$ cat src/rtl/mips_pkg.sv
// Shared definitions for the MIPS pipeline hazard controller: forwarding
// select codes, stall FSM state type and flush-vector bit positions.
package mips_pkg;

  localparam logic [1:0] FWD_RF  = 2'b00;
  localparam logic [1:0] FWD_MEM = 2'b10;
  localparam logic [1:0] FWD_WB  = 2'b01;

  localparam int FL_IFID  = 0;
  localparam int FL_IDEX  = 1;
  localparam int FL_EXMEM = 2;

  typedef enum logic {
    ST_RUN   = 1'b0,
    ST_LWAIT = 1'b1
  } hz_state_e;

  // Stages younger than the resolving stage are cleared on a redirect.
  function automatic logic [2:0] flush_vec(input int br_stage);
    logic [2:0] v;
    v = '0;
    if (br_stage == 2) begin
      v[FL_IFID] = 1'b1;
      v[FL_IDEX] = 1'b1;
    end else if (br_stage == 3) begin
      v[FL_IFID]  = 1'b1;
      v[FL_IDEX]  = 1'b1;
      v[FL_EXMEM] = 1'b1;
    end
    return v;
  endfunction

endpackage

$ cat src/rtl/hazard_ctrl_if.sv
// Pipeline-to-hazard-controller bundle. The slave modport is the controller,
// the master modport is the core. Perf counters exist only with HAZ_PERF_EN.
interface hazard_ctrl_if
  import mips_pkg::*;
#(
  parameter int REG_AW = 5
) ();

  logic [REG_AW-1:0] id_rs;
  logic [REG_AW-1:0] id_rt;
  logic              id_use_rs;
  logic              id_use_rt;
  logic [REG_AW-1:0] ex_rs;
  logic [REG_AW-1:0] ex_rt;
  logic [REG_AW-1:0] ex_rd;
  logic              ex_regw;
  logic              ex_memr;
  logic [REG_AW-1:0] mem_rd;
  logic              mem_regw;
  logic [REG_AW-1:0] wb_rd;
  logic              wb_regw;
  logic              redirect;

  logic [1:0]        fwd_a;
  logic [1:0]        fwd_b;
  logic              pc_hold;
  logic              if_id_hold;
  logic              id_ex_bubble;
  logic [2:0]        flush;
  logic              busy;
  hz_state_e         dbg_state;
`ifdef HAZ_PERF_EN
  logic [31:0]       perf_stall;
  logic [31:0]       perf_flush;
`endif

  modport master (
    output id_rs, id_rt, id_use_rs, id_use_rt, ex_rs, ex_rt, ex_rd, ex_regw,
           ex_memr, mem_rd, mem_regw, wb_rd, wb_regw, redirect,
    input  fwd_a, fwd_b, pc_hold, if_id_hold, id_ex_bubble, flush, busy,
           dbg_state
`ifdef HAZ_PERF_EN
    , input perf_stall, perf_flush
`endif
  );

  modport slave (
    input  id_rs, id_rt, id_use_rs, id_use_rt, ex_rs, ex_rt, ex_rd, ex_regw,
           ex_memr, mem_rd, mem_regw, wb_rd, wb_regw, redirect,
    output fwd_a, fwd_b, pc_hold, if_id_hold, id_ex_bubble, flush, busy,
           dbg_state
`ifdef HAZ_PERF_EN
    , output perf_stall, perf_flush
`endif
  );

endinterface

$ cat src/rtl/hazard_ctrl_fwd_sel.sv
// Forwarding select for one EX operand; the younger producer in MEM has
// priority over WB, and register 0 is never forwarded.
module fwd_sel
  import mips_pkg::*;
#(
  parameter int REG_AW = 5
) (
  input  logic [REG_AW-1:0] src_i,
  input  logic [REG_AW-1:0] mem_rd_i,
  input  logic              mem_regw_i,
  input  logic [REG_AW-1:0] wb_rd_i,
  input  logic              wb_regw_i,
  output logic [1:0]        sel_o
);

  always_comb begin
    sel_o = FWD_RF;
    if (mem_regw_i && (mem_rd_i != '0) && (mem_rd_i == src_i)) begin
      sel_o = FWD_MEM;
    end else if (wb_regw_i && (wb_rd_i != '0) && (wb_rd_i == src_i)) begin
      sel_o = FWD_WB;
    end
  end

endmodule

$ cat src/rtl/hazard_ctrl.sv
// Pipeline hazard controller: EX forwarding selects, load-use bubble FSM and
// redirect flush sequencing. Define HAZ_PERF_EN for stall/flush perf counters.
module hazard_ctrl
  import mips_pkg::*;
#(
  parameter int REG_AW       = 5,
  parameter int LOAD_BUBBLES = 1,
  parameter int BR_STAGE     = 2
) (
  input logic         clk,
  input logic         rst,
  hazard_ctrl_if.slave hif
);

  localparam logic [2:0] FLUSH_VEC = flush_vec(BR_STAGE);
  localparam logic [2:0] CNT_LOAD  = 3'(LOAD_BUBBLES - 1);

  hz_state_e  state_q;
  logic [2:0] cnt_q;
  logic       hz;
  logic       stall;
  logic [2:0] flush_d;
  logic [1:0] fwd_a_raw;
  logic [1:0] fwd_b_raw;

  fwd_sel #(.REG_AW(REG_AW)) u_fwd_a (
    .src_i      (hif.ex_rs),
    .mem_rd_i   (hif.mem_rd),
    .mem_regw_i (hif.mem_regw),
    .wb_rd_i    (hif.wb_rd),
    .wb_regw_i  (hif.wb_regw),
    .sel_o      (fwd_a_raw)
  );

  fwd_sel #(.REG_AW(REG_AW)) u_fwd_b (
    .src_i      (hif.ex_rt),
    .mem_rd_i   (hif.mem_rd),
    .mem_regw_i (hif.mem_regw),
    .wb_rd_i    (hif.wb_rd),
    .wb_regw_i  (hif.wb_regw),
    .sel_o      (fwd_b_raw)
  );

  assign hz = hif.ex_memr && hif.ex_regw && (hif.ex_rd != '0) &&
              ((hif.id_use_rs && (hif.id_rs == hif.ex_rd)) ||
               (hif.id_use_rt && (hif.id_rt == hif.ex_rd)));

  // Redirect squashes the stalled consumer, so it always wins over a stall.
  always_comb begin
    stall   = 1'b0;
    flush_d = '0;
    if (!rst) begin
      if (hif.redirect) begin
        flush_d = FLUSH_VEC;
      end else if (state_q == ST_LWAIT) begin
        stall = 1'b1;
      end else if (hz) begin
        stall = 1'b1;
      end
    end
  end

  // The first bubble is issued from RUN; LWAIT supplies the remaining ones.
  always_ff @(posedge clk) begin
    if (rst) begin
      state_q <= ST_RUN;
      cnt_q   <= '0;
    end else begin
      case (state_q)
        ST_RUN: begin
          if (!hif.redirect && hz && (LOAD_BUBBLES > 1)) begin
            state_q <= ST_LWAIT;
            cnt_q   <= CNT_LOAD;
          end
        end
        ST_LWAIT: begin
          if (hif.redirect || (cnt_q == 3'd1)) begin
            state_q <= ST_RUN;
            cnt_q   <= '0;
          end else begin
            cnt_q <= cnt_q - 3'd1;
          end
        end
        default: begin
          state_q <= ST_RUN;
          cnt_q   <= '0;
        end
      endcase
    end
  end

  assign hif.fwd_a        = rst ? FWD_RF : fwd_a_raw;
  assign hif.fwd_b        = rst ? FWD_RF : fwd_b_raw;
  assign hif.pc_hold      = stall;
  assign hif.if_id_hold   = stall;
  assign hif.id_ex_bubble = stall;
  assign hif.flush        = flush_d;
  assign hif.busy         = !rst && (state_q == ST_LWAIT);
  assign hif.dbg_state    = state_q;

`ifdef HAZ_PERF_EN
  logic [31:0] perf_stall_q;
  logic [31:0] perf_flush_q;

  always_ff @(posedge clk) begin
    if (rst) begin
      perf_stall_q <= '0;
      perf_flush_q <= '0;
    end else begin
      if (stall)        perf_stall_q <= perf_stall_q + 32'd1;
      if (hif.redirect) perf_flush_q <= perf_flush_q + 32'd1;
    end
  end

  assign hif.perf_stall = perf_stall_q;
  assign hif.perf_flush = perf_flush_q;
`endif

endmodule

$ cat src/flat_wrapper.sv
// flat-port wrapper written by rule: the top's interface ports become plain ports
module hazard_ctrl_flat import mips_pkg::*;
#(
  parameter int REG_AW       = 5,
  parameter int LOAD_BUBBLES = 1,
  parameter int BR_STAGE     = 2
)
  (clk, rst, hif_id_rs, hif_id_rt, hif_id_use_rs, hif_id_use_rt, hif_ex_rs, hif_ex_rt, hif_ex_rd, hif_ex_regw, hif_ex_memr, hif_mem_rd, hif_mem_regw, hif_wb_rd, hif_wb_regw, hif_redirect, hif_fwd_a, hif_fwd_b, hif_pc_hold, hif_if_id_hold, hif_id_ex_bubble, hif_flush, hif_busy, hif_dbg_state);
  hazard_ctrl_if #(.REG_AW(REG_AW)) hif_i ();
  input logic clk;
  input logic rst;
  input wire logic [$bits(hif_i.id_rs)-1:0] hif_id_rs;
  input wire logic [$bits(hif_i.id_rt)-1:0] hif_id_rt;
  input wire logic [$bits(hif_i.id_use_rs)-1:0] hif_id_use_rs;
  input wire logic [$bits(hif_i.id_use_rt)-1:0] hif_id_use_rt;
  input wire logic [$bits(hif_i.ex_rs)-1:0] hif_ex_rs;
  input wire logic [$bits(hif_i.ex_rt)-1:0] hif_ex_rt;
  input wire logic [$bits(hif_i.ex_rd)-1:0] hif_ex_rd;
  input wire logic [$bits(hif_i.ex_regw)-1:0] hif_ex_regw;
  input wire logic [$bits(hif_i.ex_memr)-1:0] hif_ex_memr;
  input wire logic [$bits(hif_i.mem_rd)-1:0] hif_mem_rd;
  input wire logic [$bits(hif_i.mem_regw)-1:0] hif_mem_regw;
  input wire logic [$bits(hif_i.wb_rd)-1:0] hif_wb_rd;
  input wire logic [$bits(hif_i.wb_regw)-1:0] hif_wb_regw;
  input wire logic [$bits(hif_i.redirect)-1:0] hif_redirect;
  output wire logic [$bits(hif_i.fwd_a)-1:0] hif_fwd_a;
  output wire logic [$bits(hif_i.fwd_b)-1:0] hif_fwd_b;
  output wire logic [$bits(hif_i.pc_hold)-1:0] hif_pc_hold;
  output wire logic [$bits(hif_i.if_id_hold)-1:0] hif_if_id_hold;
  output wire logic [$bits(hif_i.id_ex_bubble)-1:0] hif_id_ex_bubble;
  output wire logic [$bits(hif_i.flush)-1:0] hif_flush;
  output wire logic [$bits(hif_i.busy)-1:0] hif_busy;
  output wire logic [$bits(hif_i.dbg_state)-1:0] hif_dbg_state;
  assign hif_i.id_rs = hif_id_rs;
  assign hif_i.id_rt = hif_id_rt;
  assign hif_i.id_use_rs = hif_id_use_rs;
  assign hif_i.id_use_rt = hif_id_use_rt;
  assign hif_i.ex_rs = hif_ex_rs;
  assign hif_i.ex_rt = hif_ex_rt;
  assign hif_i.ex_rd = hif_ex_rd;
  assign hif_i.ex_regw = hif_ex_regw;
  assign hif_i.ex_memr = hif_ex_memr;
  assign hif_i.mem_rd = hif_mem_rd;
  assign hif_i.mem_regw = hif_mem_regw;
  assign hif_i.wb_rd = hif_wb_rd;
  assign hif_i.wb_regw = hif_wb_regw;
  assign hif_i.redirect = hif_redirect;
  assign hif_fwd_a = hif_i.fwd_a;
  assign hif_fwd_b = hif_i.fwd_b;
  assign hif_pc_hold = hif_i.pc_hold;
  assign hif_if_id_hold = hif_i.if_id_hold;
  assign hif_id_ex_bubble = hif_i.id_ex_bubble;
  assign hif_flush = hif_i.flush;
  assign hif_busy = hif_i.busy;
  assign hif_dbg_state = hif_i.dbg_state;
  hazard_ctrl #(.REG_AW(REG_AW), .LOAD_BUBBLES(LOAD_BUBBLES), .BR_STAGE(BR_STAGE)) u_core (.clk(clk), .rst(rst), .hif(hif_i));
endmodule
$ cat config.mk
export PLATFORM = sky130hd
export DESIGN_NAME = hazard_ctrl_flat
export DESIGN_NICKNAME = d
export VERILOG_FILES = /design/src/rtl/mips_pkg.sv /design/src/rtl/hazard_ctrl_if.sv /design/src/rtl/hazard_ctrl_fwd_sel.sv /design/src/rtl/hazard_ctrl.sv /design/src/flat_wrapper.sv
export SDC_FILE = /design/constraint.sdc
export NUM_CORES = 1
export LEC_CHECK = 0
export BUFFER_PORTS_ARGS = -buffer_cell sky130_fd_sc_hd__buf_2
export CORE_MARGIN = 1
export CORE_UTILIZATION = 42
export CTS_BUF_LIST = sky130_fd_sc_hd__clkbuf_8
export DETAILED_ROUTE_END_ITERATION = 10
export GPL_TIMING_DRIVEN = 0
export PLACE_DENSITY = 0.87
export SETUP_SLACK_MARGIN = 0.5
export SLEW_MARGIN = 40
export SYNTH_ARGS = -nofsm -noshare
export SYNTH_HDL_FRONTEND = slang
export SYNTH_SLANG_ARGS = --single-unit
$ cat constraint.sdc
create_clock -name clk -period 2.09 [get_ports clk]
set_input_delay 0.1045 -clock clk [delete_from_list [all_inputs] [get_ports clk]]
set_output_delay 0.1045 -clock clk [all_outputs]
set_load 0.01 [all_outputs]
==> results of run 1 <==
==> metrics by stage <==
stage / power, mW / instance area, um2 / instances / utilization / setup slack, ns
after global placement: 0.211 / 955 / 156 / 0.641 / 0.520
after CTS: 0.386 / 996 / 159 / 0.669 / 0.501
final: 0.386 / 1020 / 159 / 0.686 / 0.521
after detailed placement: 0.218 / 955 / 156 / 0.641 / 0.506
after global routing: 0.409 / 1020 / 159 / 0.686 / 0.462
after floorplan: 0.146 / 669 / 87 / - / 0.714
==> state kept, by name, summed over array words and instances (netlist names) <==
register,cells
u_core.cnt_q,3
u_core.hif.dbg_state,1
==> what timing repair did <==
action                     CTS  global route
setup endpoints to repair    0             4
resized for setup            0             4
hold endpoints to repair     0             0
==> routing by layer <==
layer | part of all wire | track usage
met4 | 0.0055 | 0.0710
met1 | 0.38 | 0.211
met2 | 0.55 | 0.459
met3 | 0.062 | 0.0478
met5 | 0 | 0
==> power by group <==
| group | total (mW) | internal, mW | switching, mW | leakage, nW |
|---|---|---|---|---|
| sequential | 0.0769 | 0.0769 | 0.0000000000000000570 | 0.0322 |
| combinational | 0.144 | 0.0730 | 0.0712 | 0.411 |
| clock | 0.165 | 0.123 | 0.0421 | 0.0216 |
==> layout by cell type (no fill, tap or decap) <==
master / n
and2_0: 1
dfxtp_1: 4
inv_1: 4
nor2b_1: 2
o32ai_2: 1
xor2_1: 16
o21ai_1: 1
nand4_1: 1
o21ai_0: 1
nand2_1: 5
nor4_2: 2
buf_4: 4
buf_2: 53
nor4_1: 3
and2_1: 1
a211oi_1: 1
clkbuf_8: 3
nand3b_1: 1
nor3_1: 3
nand3_1: 4
conb_1: 1
xnor2_1: 14
or4_4: 1
ha_1: 2
o21ai_4: 1
or4_1: 4
a21oi_1: 4
nor2_1: 2
a32oi_1: 1
clkbuf_1: 1
nor3_2: 1
==> layout make-up <==
cell class,count,area [um2],area share
Buffer,5,33.8,0.0331
Clock buffer,3,41.3,0.0404
Inverter,4,15.0,0.0147
Multi-Input combinational cell,74,566,0.554
Sequential cell,4,80.1,0.0784
Tap cell,16,20.0,0.0196
Timing Repair Buffer,53,265,0.260
==> worst max-delay path, cell delays in order <==
cell	delay, ns
buf_2	0.13
or4_4	0.54
o21ai_4	0.21
nor3_2	0.07
nor4_2	0.25
buf_2	0.16
==> cells by family after synthesis <==
| family | count (synthesis) | synth area share |
|---|---|---|
| buffers and inverters | 9 | 0.0729 |
| AOI/OAI and AO/OA | 10 | 0.0953 |
| and+or+nand+nor | 31 | 0.277 |
| other | 1 | 0.00560 |
| DFF | 4 | 0.120 |
| xor gates and xnor gates | 30 | 0.393 |
| adders and majority gates | 2 | 0.0374 |
==> worst min path at each step <==
stage	slack [ns]	cells after the start	endpoint
after floorplan	0.33	3	u_core.cnt_q[1]$_SDFFE_PP0P_
after global placement	0.45	2	u_core.cnt_q[1]$_SDFFE_PP0P_
after detailed placement	0.46	2	u_core.cnt_q[1]$_SDFFE_PP0P_
after CTS	0.28	2	u_core.cnt_q[0]$_SDFFE_PP0P_
after global routing	0.33	4	u_core.cnt_q[1]$_SDFFE_PP0P_
final	0.30	2	u_core.cnt_q[0]$_SDFFE_PP0P_
==> results.md, run 1 <==
- Hold Path Class: in -> reg
- Number of global-route vias before repair: 821
- Reg2reg setup slack: roughly 0.88 ns
- Layout cell share with drive strength beyond 1: 0.462
- Die width: 41.9 um
- FMAX: 0.638 GHz
- R2R cell count: 5
- Reg2reg end: u_core.cnt_q[2]$_SDFFE_PP0P_
- Post-synth EDFFs: 0
- Vias: 817
- CTS Root Cell: clkbuf_8
- Final Hold Vio Count: 0
- Fill count: 133
- Synth unique cells: 28
- Top cell type by total area after synthesis: xor2_1
- Status: complete, no violations
- Max-cap viol count: 0
- Min Tclk post-route: 1.57 ns
- Crit path DAT: approximately 1.5 ns
- Cells after synthesis: 87
- Inserted Diodes: 0
- Via-per-instance ratio: 5.14
- Die ar.: approximately 1800 um2
- DRT iter0 DRCs: 6
- CP endpoint kind: primary output
- Io pins: 56
- # DRC: 0
- HP Start: rst
- Syn_area_per_cell: 7.69 um2
- Yosys reg bits: 4
- Leak: 0.465 nW
- Pre-antenna DRT Iters: 4
- Die Y: 41.9 um
- Worst skew pair latency: about 0.22 ns
- Clk sinks: 4
- Num CTS Buffers: 3
- Crit path from: hif_mem_rd[1]
- WS Path Type: in -> out
- Period utilisation layout: 0.751
- Top cells by area, synth: xor2_1 (21%), xnor2_1 (18%), dfxtp_1 (12%)
- H-tree depth: 1
- Post-CTS setup buffer count: 0
- Post-Synthesis Cell Area: ~670 um2
- Final ANT Viol Nets: 0
- Area of the core: between 1000 and 1500 um2
- Power density cells: 378 nW/um2
- Deepest clock path buffer count: 2
- Routability cong.: 0.737
- Synth top area share: 0.209
- Detailed placer's ending HPWL: ~1.6 mm
- Share of flip-flops with an asynchronous set or reset: 0
- TNS Setup: 0 ns
- CTS tree: yes
- Cell Rows: 14
- Initial antenna violation count: 0
- Reg2Reg Launch Point: u_core.cnt_q[1]$_SDFFE_PP0P_
- Global route overflow: 0
- Largest net degree at the start of global routing: 11
- Final setup vio count: 0
- Required @ worst endpoint: 1.99 ns
- Post-synthesis sequential area ratio: 0.120
- CP startpoint kind: input pin
- Synth warnings: 0
- Worst-path clk slew: about 0.030 ns
- Wire per inst: 11.5 um
- Maximum VDD drop: between 0.2 and 0.25 mV
- Final net count: about 190
- Hold_buf cts: 0
- Initial core utilization: 0.450
- Routed Wire Length: 1.83 mm
- Most numerous cell in the Yosys netlist: xor2_1
- Number of port buffers: 53
- Post-Syn Nets: around 130
- Clock skew: roughly 0.0028 ns
- GR Util All Layers: 0.223
- RSZ-0062 raised after global routing: yes
- Most used DFF post-synth: dfxtp_1
- Crit-path max FO: 4
- Crit path capture: hif_fwd_b[0]
- Pins Over Slew Limit: 0
- WHS: 0.300 ns
- Area growth syn-to-layout: 52.5%
- Synth top cells by count: xor2_1 (16), xnor2_1 (14), nand2_1 (5), or4_1 (5)
- First-pass GRT wire length: 3.05 mm
No activity file was read; power rests on OpenSTA's default activity.
==> run 2: changes to the inputs <==
--- a/config.mk
+++ b/config.mk
@@ -7,11 +7,11 @@
 export LEC_CHECK = 0
 export BUFFER_PORTS_ARGS = -buffer_cell sky130_fd_sc_hd__buf_2
 export CORE_MARGIN = 1
-export CORE_UTILIZATION = 42
+export CORE_UTILIZATION = 35
 export CTS_BUF_LIST = sky130_fd_sc_hd__clkbuf_8
 export DETAILED_ROUTE_END_ITERATION = 10
 export GPL_TIMING_DRIVEN = 0
-export PLACE_DENSITY = 0.87
+export PLACE_DENSITY = 0.77
 export SETUP_SLACK_MARGIN = 0.5
 export SLEW_MARGIN = 40
 export SYNTH_ARGS = -nofsm -noshare
==> constraint.sdc (replaced) <==
create_clock -name clk -period 1.4 [get_ports clk]
set_input_delay 0.07 -clock clk [delete_from_list [all_inputs] [get_ports clk]]
set_output_delay 0.07 -clock clk [all_outputs]
set_load 0.01 [all_outputs]
==> run 2 against run 1 <==
  * Hold slack worse by 0.24 ns
  * Cell count is 8.2% higher
  * Die area grew 19%
  * Via count increased by 4.7%
  * Sequential share of layout area is 1.1 points lower
  * Flip-flop and latch count unchanged
  * Clock skew is 0.0043 ns higher
  * Sequential power is 47% higher
  * Routed wire length is 13% higher
  * Clock-buffer cell count unchanged
  * Non-clock buffer count grew 4
  * Utilization rose by 3.6 points
  * Largest power group is now combinational cells
==> results.md, run 2 (synthesis results as in run 1) <==
- Hold Path Class: in -> reg
- Clk sinks: 4 (unchanged)
- Cell Rows: 15 (+1)
- Global route overflow: 0 (unchanged)
- Number of global-route vias before repair: 767 (-6.6%)
- Largest delay contributor family on the critical path: simple AND/OR/NAND/NOR gates
- CTS tree: yes
- CP peak stage delay: 0.54 ns (about the same)
- Routed Wire Length: 2.07 mm (+13%)
- Most frequent cells in the layout: buf_2 (39), xor2_1 (16), xnor2_1 (14), buf_6 (14), buf_4 (7)
- Worst-path cell chain: buf_8 > or4_4 > o21ai_4 > nor3_4 > nor4_4 > buf_2
- Biggest register: u_core.cnt_q
- R2R cell count: 5 (unchanged)
- H-tree depth: 1 (unchanged)
- Initial antenna violation count: 0 (unchanged)
- DRT iter0 DRCs: 8 (+2)
- Max reg flops: 3 (unchanged)
- Layout cell share with drive strength beyond 1: 0.592 (+0.130)
- Area of the core: 1760 um2 (+18%)
- Reg2Reg Launch Point: u_core.cnt_q[1]$_SDFFE_PP0P_
- Die width: 45.7 um (+9.1%)
- CP endpoint kind: primary output
- HP Start: rst
- Max-cap viol count: 0 (unchanged)
- Final core occ: 0.722 (+0.0363)
- Period utilisation layout: 0.968
- Inserted Diodes: 0 (unchanged)
- CP startpoint kind: input pin
- Min Tclk post-route: 1.35 ns
- Leak: 0.543 nW (+17%)
- Crit-path max FO: 4 (unchanged)
- Maximum VDD drop: 0.241 mV (-3.1%)
- # DRC: 0 (unchanged)
- GR Util All Layers: 0.215 (-0.00844)
- Reg2reg setup slack: 0.40 ns (-0.48 ns)
- Number of port buffers: 53 (unchanged)
- Pre-antenna DRT Iters: 4 (unchanged)
- Crit path from: hif_mem_rd[1]
- Reg2reg end: u_core.cnt_q[2]$_SDFFE_PP0P_
- Worst-path clk slew: 0.04 ns (about the same)
- Required @ worst endpoint: 1.33 ns (-0.66 ns)
- Area growth syn-to-layout: 90.3%
- Hold path cells: 2 (unchanged)
- Deepest clock path buffer count: 2 (unchanged)
- Num CTS Buffers: 3 (unchanged)
- Final net count: 195 (+2.1%)
- CTS Root Cell: clkbuf_8
- Die ar.: 2090 um2 (+19%)
- Post-route cell area: 1270 um2 (+25%)
- Placement Cell Area: 1070 um2 (+12%)
- TNS Setup: 0 ns (unchanged)
- Slowest stage cell on the critical path: or4_4
- FMAX: 0.738 GHz
- WHS: 0.0562 ns (-0.244 ns)
- Largest net degree at the start of global routing: 11 (unchanged)
- Detailed placer's ending HPWL: 1.60 mm (-1.3%)
- Io pins: 56 (unchanged)
- Worst skew pair latency: 0.23 ns (about the same)
- Status: complete, no violations
- Final setup vio count: 0 (unchanged)
- Via-per-instance ratio: 4.97 (-3.3%)
- Die Y: 45.7 um (+9.1%)
- Most common cell after layout, fill and taps aside: buf_2
- CP Buf/Inv Count: 2 (unchanged)
- Vias: 855 (+4.7%)
- Routability cong.: 0.792 (+7.5%)
- Clock skew: 0.00711 ns (+0.00432 ns)
- Initial core utilization: 0.379 (-0.0701)
- Final ANT Viol Nets: 0 (unchanged)
- WS Path Type: in -> out
- Pins Over Slew Limit: 0 (unchanged)
- Hold endpoint: u_core.cnt_q[0]$_SDFFE_PP0P_
- Hold_buf cts: 0 (unchanged)
- Crit path DAT: 1.28 ns (-0.18 ns)
- Final Hold Vio Count: 0 (unchanged)
- Wire per inst: 12.0 um (+4.6%)
- First-pass GRT wire length: 3.19 mm (+4.8%)
- Power density cells: 496 nW/um2 (+31%)
- RSZ-0062 raised after global routing: yes
==> run 2: repair_timing <==
item                       CTS  global route
hold endpoints to repair     0             0
setup endpoints to repair   11            13
buffers inserted             3             1
resized for setup           26             7
pin swaps                   15             5
==> run 2: layout make-up <==
class | instances | area, um2
multi-input combinational | 74 | 649
fill | 154 | 490
timing repair buffer | 57 | 390
sequential | 4 | 86.3
buffer | 5 | 55.1
clock buffer | 3 | 41.3
tap | 25 | 31.3
inverter | 4 | 20.0
==> run 2: worst max-delay path by stage <==
stage	to	slack [ns]	cells after the start
after floorplan	hif_fwd_b[0]	0.20	5
after global placement	hif_fwd_b[0]	0.01	5
after detailed placement	hif_fwd_b[0]	-0.006	6
after CTS	hif_fwd_b[0]	0.06	6
after global routing	hif_if_id_hold	-0.02	7
final	hif_fwd_b[0]	0.05	6
==> run 2: layer usage <==
metal,share of wire,GRT usage,vias to the layer above
met3,0.066,0.0357,5
met5,0,0,-
met2,0.56,0.437,39
met4,0.017,0.0882,0
li1,-,-,421
met1,0.35,0.207,390
==> run 2: metrics by stage <==
stage | power [mW] | setup WS, ns | std cells
final | 0.632 | 0.0453 | 172
after global routing | 0.657 | -0.0177 | 172
after CTS | 0.623 | 0.0550 | 171
after detailed placement | 0.341 | -0.00587 | 165
after global placement | 0.336 | 0.0107 | 165
after floorplan | 0.234 | 0.195 | 87
==> run 2: where the power goes <==
group          internal (mW)        switching (mW)  total [mW]
Clock                  0.184                0.0706       0.255
Combinational          0.144                 0.120       0.264
Sequential             0.113  0.000000000000000153       0.113
Total                  0.441                 0.190       0.632
==> run 2: worst reg2reg max path, stage by stage, from the launching register on <==
cell and delay, ns:
dfxtp_2 0.34, inv_4 0.05, ha_4 0.17, a21oi_4 0.15, nand4_1 0.11, a21oi_1 0.12
==> run 3: changes to the inputs <==
--- a/config.mk
+++ b/config.mk
@@ -9,10 +9,11 @@
 export CORE_MARGIN = 1
 export CORE_UTILIZATION = 35
 export CTS_BUF_LIST = sky130_fd_sc_hd__clkbuf_8
+export CTS_CLUSTER_DIAMETER = 30
 export DETAILED_ROUTE_END_ITERATION = 10
 export GPL_TIMING_DRIVEN = 0
 export PLACE_DENSITY = 0.77
-export SETUP_SLACK_MARGIN = 0.5
+export SETUP_SLACK_MARGIN = 0.05
 export SLEW_MARGIN = 40
 export SYNTH_ARGS = -nofsm -noshare
 export SYNTH_HDL_FRONTEND = slang
==> run 3 against run 2 <==
  * Non-clock buffer count shrank 1
  * Flip-flop and latch count is the same
  * Routed wire length shrank 8.0%
  * Critical path depth shrank 1
  * Setup slack gained 0.020 ns
  * Global-route usage shrank 1.7 points
  * Combinational power shrank 5%
  * Cell count shrank 0.58%
  * First-iteration DRC count grew 13%
  * Highest routed layer unchanged
==> results.md, run 3 (synthesis results as in run 1) <==
- Status: complete, no violations
- HP Start: rst
- Final setup vio count: 0 (unchanged)
- GR Util All Layers: 0.198 (-0.0173)
- Most common cell after layout, fill and taps aside: buf_2
- Max-cap viol count: 0 (unchanged)
- Initial core utilization: 0.379 (unchanged)
- CP peak stage delay: 0.53 ns (about the same)
- Detailed placer's ending HPWL: 1.50 mm (-6.4%)
- Die ar.: 2090 um2 (unchanged)
- Reg2reg setup slack: 0.22 ns (-0.18 ns)
- CTS Root Cell: clkbuf_8
- Clk sinks: 4 (unchanged)
- Area of the core: 1760 um2 (unchanged)
- Clock skew: 0.00375 ns (-0.00336 ns)
- Pre-antenna DRT Iters: 4 (unchanged)
- Min Tclk post-route: 1.33 ns (-0.0198 ns)
- Routed Wire Length: 1.91 mm (-8.0%)
- DRT iter0 DRCs: 9 (+1)
- CTS tree: yes
- Final core occ: 0.671 (-0.0511)
- Inserted Diodes: 0 (unchanged)
- WS Path Type: in -> out
- Initial antenna violation count: 0 (unchanged)
- Most frequent cells in the layout: buf_2 (42), xor2_1 (15), xnor2_1 (14), buf_4 (8), buf_6 (8)
- CP endpoint kind: primary output
- CP startpoint kind: input pin
- First-pass GRT wire length: 2.96 mm (-7.3%)
- Pins Over Slew Limit: 0 (unchanged)
- Worst-path cell chain: buf_6 > xor2_1 > or4_4 > nor4_2 > buf_2
- Vias: 806 (-5.7%)
- Crit-path max FO: 2 (-2)
- Crit path from: hif_ex_rt[2]
- RSZ-0062 raised after global routing: yes
- Die Y: 45.7 um (unchanged)
- CP Buf/Inv Count: 2 (unchanged)
- Worst skew pair latency: 0.22 ns (about the same)
- Area growth syn-to-layout: 76.8%
- Final net count: 194 (-0.51%)
- PnR Total Power: 608 uW (-3.8%)
- FMAX: 0.749 GHz (+1.5%)
- Routability cong.: 0.789 (-0.40%)
- Reg2Reg Launch Point: u_core.cnt_q[1]$_SDFFE_PP0P_
- Fill count: 173 (+12%)
- Hold_buf cts: 0 (unchanged)
- Worst-path clk slew: 0.03 ns (about the same)
- Number of global-route vias before repair: 741 (-3.4%)
- Deepest clock path buffer count: 2 (unchanged)
- Largest delay contributor family on the critical path: simple AND/OR/NAND/NOR gates
- Final ANT Viol Nets: 0 (unchanged)
- Num CTS Buffers: 3 (unchanged)
- Max reg flops: 3 (unchanged)
- Wire per inst: 11.2 um (-7.4%)
- Largest net degree at the start of global routing: 11 (unchanged)
- Final Hold Vio Count: 0 (unchanged)
- Io pins: 56 (unchanged)
- Hold endpoint: u_core.cnt_q[2]$_SDFFE_PP0P_
- R2R cell count: 5 (unchanged)
- Slowest stage cell on the critical path: or4_4
- H-tree depth: 1 (unchanged)
- # DRC: 0 (unchanged)
- Period utilisation layout: 0.954 (-0.0142)
- Cell Rows: 15 (unchanged)
- Die width: 45.7 um (unchanged)
- Power density cells: 513 nW/um2 (+3.5%)
- Leak: 0.516 nW (-4.9%)
- Hold path cells: 2 (unchanged)
- Hold Path Class: in -> reg
- Reg2reg end: u_core.cnt_q[0]$_SDFFE_PP0P_
- Maximum VDD drop: 0.270 mV (+12%)
- Required @ worst endpoint: 1.33 ns (about the same)
- Layout cell share with drive strength beyond 1: 0.541 (-0.0507)
- WHS: 0.102 ns (+0.0457 ns)
- Crit path DAT: 1.26 ns (-0.02 ns)
- TNS Setup: 0 ns (unchanged)
- Global route overflow: 0 (unchanged)
- Number of port buffers: 53 (unchanged)
- Via-per-instance ratio: 4.71 (-5.2%)
- Biggest register: u_core.cnt_q
-- run 3: final cells by class --
type / instances / area, um2 / area share
timing repair buffer: 56 / 360 / 0.304
multi-input combinational: 74 / 611 / 0.516
clock buffer: 3 / 41.3 / 0.0349
inverter: 4 / 15.0 / 0.0127
sequential: 4 / 81.3 / 0.0687
buffer: 5 / 43.8 / 0.0370
tap: 25 / 31.3 / 0.0264
-- run 3: worst max path at each step --
stage | cells after the start | end | slack [ns]
finish | 5 | hif_fwd_b[0] | 0.07
global route | 7 | hif_pc_hold | 0.01
CTS | 6 | hif_fwd_a[0] | 0.05
detailed placement | 6 | hif_fwd_b[0] | -0.14
global placement | 6 | hif_fwd_b[0] | -0.11
floorplan | 3 | hif_if_id_hold | 0.07
-- run 3: metal layers --
metal	routed length (um)	global-route usage	up-vias
li1	-	-	420
met5	0	0	-
met3	124	0.0516	2
met2	1040	0.383	36
met4	7	0.0647	0
met1	738	0.201	348
-- run 3: power breakdown --
| part | total [mW] | leakage [nW] | switching [mW] | internal, mW |
|---|---|---|---|---|
| registers | 0.115 | 0.0327 | 0.0000000000000000830 | 0.115 |
| logic | 0.251 | 0.462 | 0.112 | 0.139 |
| clock network | 0.242 | 0.0216 | 0.0589 | 0.183 |
| total | 0.608 | 0.516 | 0.171 | 0.437 |
-- run 3: timing repair --
item                                   CTS  global route
setup endpoints to repair                5             5
pin swaps                               12             8
gates resized for setup                 22            13
endpoints found under the hold margin    0             0
buffers inserted                         2             1
-- run 3: per-stage QoR --
stage | area, um2 | cells | worst slack [ns]
finish | 1180 | 171 | 0.0651
global placement | 966 | 165 | -0.107
detailed placement | 966 | 165 | -0.143
floorplan | 669 | 87 | 0.0676
CTS | 1110 | 170 | 0.0492
global route | 1180 | 171 | 0.0111
